<file path="config.mk">
export PLATFORM = sky130hd
export DESIGN_NAME = fetch_ifid
export DESIGN_NICKNAME = d
export VERILOG_FILES = /design/src/rtl/fetch_ifid.sv
export SDC_FILE = /design/constraint.sdc
export NUM_CORES = 1
export LEC_CHECK = 0
export ABC_CLOCK_PERIOD_IN_PS = 3020
export CAP_MARGIN = 10
export CORE_MARGIN = 2
export CORE_UTILIZATION = 40
export DETAILED_ROUTE_END_ITERATION = 10
export DONT_BUFFER_PORTS = 1
export PLACE_DENSITY_LB_ADDON = 0.2
export SLEW_MARGIN = 5
export SYNTH_ARGS = -nofsm -noshare
export SYNTH_HDL_FRONTEND = slang
export SYNTH_SLANG_ARGS = --single-unit
</file>
<file path="constraint.sdc">
create_clock -name clk -period 3.02 [get_ports clk]
set_input_delay 0.604 -clock clk [delete_from_list [all_inputs] [get_ports clk]]
set_output_delay 0.604 -clock clk [all_outputs]
set_load 0.1 [all_outputs]
</file>
<file path="src/rtl/fetch_ifid.sv">
// LEGv8 instruction-fetch stage and IF/ID pipeline register.
// Handles load-use stalls, taken-branch flushes and instruction-memory wait cycles.
module fetch_ifid #(
    parameter int             N        = 64,
    parameter logic [N-1:0]   RESET_PC = '0
) (
    input  logic         clk,
    input  logic         reset,
    input  logic         stall_F,
    input  logic         PCSrc_M,
    input  logic [N-1:0] PCBranch_M,
    output logic [N-1:0] imem_addr_F,
    input  logic [31:0]  imem_data_F,
    input  logic         imem_ready_F,
    output logic [31:0]  instr_D,
    output logic [N-1:0] pc_D,
    output logic         valid_D,
    output logic [10:0]  Op_D
);

    typedef struct packed {
        logic [31:0]  instr;
        logic [N-1:0] pc;
        logic         valid;
    } ifid_t;

    logic [N-1:0] pc;
    ifid_t        ifid;

    assign imem_addr_F = pc;

    // A taken branch beats a stall; a stall beats a memory wait.
    always_ff @(posedge clk) begin
        if (reset)
            pc <= RESET_PC;
        else if (PCSrc_M)
            pc <= {PCBranch_M[N-1:2], 2'b00};
        else if (!stall_F && imem_ready_F)
            pc <= pc + N'(4);
    end

    // Flush and memory wait both leave an all-zero bubble so decode sees no control.
    always_ff @(posedge clk) begin
        if (reset || PCSrc_M)
            ifid <= '0;
        else if (stall_F)
            ifid <= ifid;
        else if (!imem_ready_F)
            ifid <= '0;
        else
            ifid <= '{instr: imem_data_F, pc: pc, valid: 1'b1};
    end

    assign instr_D = ifid.instr;
    assign pc_D    = ifid.pc;
    assign valid_D = ifid.valid;
    assign Op_D    = ifid.instr[31:21];

endmodule

</file>
==> run metrics <==
Area Growth Syn to Fin=17.0%; setup violators final=0; Detailed Place HPWL=14.9 mm; Max Freq=0.390 GHz; 1st-pass router iterations=5; initial antenna violation count=1; die height=134 um; htree depth=4; Critical Path RT=3.34 ns; WL/cell=20.2 um; CTS buffer count=17; CP startpoint kind=flop; PD cells=684 nW/um2; Root Buffer Master=clkbuf_16; Max clock buf depth=2; Leakage=2.80 nW; Vias=6041; syn_area_per_cell=8.68 um2; vias per inst=5.84; DRT Wirelength=20.9 mm; fillers=1599; Site Rows=47; largest net degree at the start of global routing=approximately 100; register area share after synthesis=about 46%; die footprint=18000 um2; EDFF count, synth=0; DRC=0; vias in the first global route=a little under 6000; IO Pins=273; Multi-input gate area=3260 um2; cts hold-fix bufs=0; Max rail drop VDD=0.000374 V; GR peak layer=met2; layout cell share with drive strength beyond 1=between 10% and 20%; HP Class=input pin to flop; Async S/R FF share, synth=0%; GR Util met1=28.1%; Tcrit/Tclk final=85.0%; Util after Layout=around 48%; Setup crit end kind=flop; crit path kind=flop to flop; DRT antenna net count=0; met3 Use GR=slightly below 7%; post-synthesis register bit count=157; run status=completed; synthesized area=6780 um2; first-pass GRT wire length=32.2 mm; port bufs=0; Reg clk slew, reported paths=0.07 ns; met2 Usage GRT=~37%; DR iter-0 viols=roughly 310; Final Net Count=903; number of distinct library cells after synthesis=47; register area=between 3000 and 4000 um2; Post-CTS Setup Inserts=0; Max-Cap Viols=0; Least-Margin Pin Slew=1.08 ns; Final Hold Violating Endpoints=0; yosys warns=0; Critical Path Fanout Max=12; normalized max-slew margin=27.8%; CP arrival=around 2.9 ns; post-CTS resize count=0; grt total ovfl=0; die width=134 um; Min Clock Period, post-route=around 2.6 ns; gr usage total=22.7%; clk sinks=157; Top FF cell, synth=dfxtp_1; starting density of the core=40.9%; Final GP Congestion=0.846; Slew Viols, Final=0; cell count after synthesis=781; clk_skew=0.00777 ns; unrepaired setup endpoints after global routing=no; WHS Path Cells=1; CTS tree=built; core area=16600 um2; R2R cell count=5; setup tns final=0 ns; clk_lat worst skew=0.42 ns
[cell families (layout without fill, tap and decap cells)]
group | count (synthesis) | after routing | share of synthesized area (%)
adder cells (fa/ha/maj) | 1 | 1 | 0.185
AO/OA/AOI/OAI | 180 | 180 | 19.6
XOR/XNOR | 37 | 37 | 4.78
other | 1 | 5 | 0.0553
AND/OR/NAND/NOR | 310 | 310 | 22.5
buffers and inverters | 91 | 121 | 5.91
multiplexers | 4 | 4 | 0.591
flip-flops | 157 | 157 | 46.4
[sequential cells by signal (all words and copies together), names as in the netlist]
name         count
imem_addr_F     62
instr_D         32
pc_D            62
valid_D          1
[Yosys cell counts (3+ instances only)]
cell type | count | share of area, %
a211oi_1 | 27 | 3.0
a21oi_1 | 11 | 0.81
a22oi_1 | 94 | 10
a311oi_1 | 17 | 2.2
a31oi_1 | 3 | 0.28
and2_1 | 5 | 0.46
and3_1 | 6 | 0.55
and4_1 | 3 | 0.39
buf_1 | 8 | 0.44
buf_4 | 15 | 1.7
clkbuf_1 | 50 | 2.8
dfxtp_1 | 157 | 46
inv_1 | 16 | 0.89
mux2i_1 | 4 | 0.59
nand2_1 | 31 | 1.7
nand3_1 | 26 | 1.9
nand4_1 | 24 | 2.2
nand4_2 | 4 | 0.74
nor2_1 | 161 | 8.9
nor3_1 | 4 | 0.30
nor4_1 | 7 | 0.65
o21ai_0 | 10 | 0.74
o31ai_1 | 11 | 1.2
or3_1 | 11 | 1.0
or4_1 | 12 | 1.3
xnor2_1 | 13 | 1.7
xor2_1 | 24 | 3.1
[per-layer routing]
metal | vias up | part of all wire (%)
li1 | 2863 | -
met1 | 2887 | 43
met5 | - | 0
met4 | 0 | 2.5
met2 | 256 | 47
met3 | 35 | 8.3
[final timing paths]
kind | startpoint | to | slack [ns]
setup / recovery | imem_addr_F[23] | imem_addr_F[48] | 0.45
hold / removal | reset | imem_addr_F[37] | 0.25
setup reg to reg | imem_addr_F[23] | imem_addr_F[48] | 0.45
hold reg to reg | imem_addr_F[55] | imem_addr_F[55] | 0.62
[where the power goes]
group          switching [W]  internal (W)
sequential          0.000210       0.00215
clock               0.000881       0.00138
combinational       0.000643      0.000164
[worst max-delay path, cell delays in order, from the launching register on]
cell      delay [ns]
dfxtp_1         0.34
nand4_1         0.21
nor4_4          0.60
nand4_1         0.51
or4_1           0.55
a311oi_1        0.26
[cell type report]
class                           count  share of cell area, %
Multi-Input combinational cell    536                   41.1
Antenna cell                        1                 0.0316
Inverter                           16                  0.773
Clock buffer                       21                   5.94
Clock inverter                     11                   1.94
Tap cell                          220                   3.47
Sequential cell                   157                   39.8
Timing Repair Buffer               73                   6.91
[cells in the final DEF (no fill, tap or decap), drive strengths merged, types with 17 or more instances in the layout]
| cell | instances |
|---|---|
| xor2 | 24 |
| nand3 | 26 |
| a311oi | 17 |
| a211oi | 27 |
| nand2 | 31 |
| nor2 | 161 |
| inv | 18 |
| buf | 73 |
| a22oi | 94 |
| clkbuf | 21 |
| nand4 | 28 |
| dfxtp | 157 |
[stage by stage]
stage | hold WS, ns | total power [W] | setup slack [ns] | area [um2] | instances
after floorplan | 0.730 | 0.00308 | 0.0657 | 6790 | 784
after CTS | 0.238 | 0.00547 | 0.427 | 7920 | 1034
after global routing | 0.236 | 0.00559 | 0.203 | 7930 | 1035
final | 0.251 | 0.00542 | 0.453 | 7930 | 1035
after global placement | 0.591 | 0.00319 | 0.513 | 7300 | 1002
after detailed placement | 0.615 | 0.00321 | 0.425 | 7300 | 1002
Note: power is estimated with default switching activity, not from simulation.
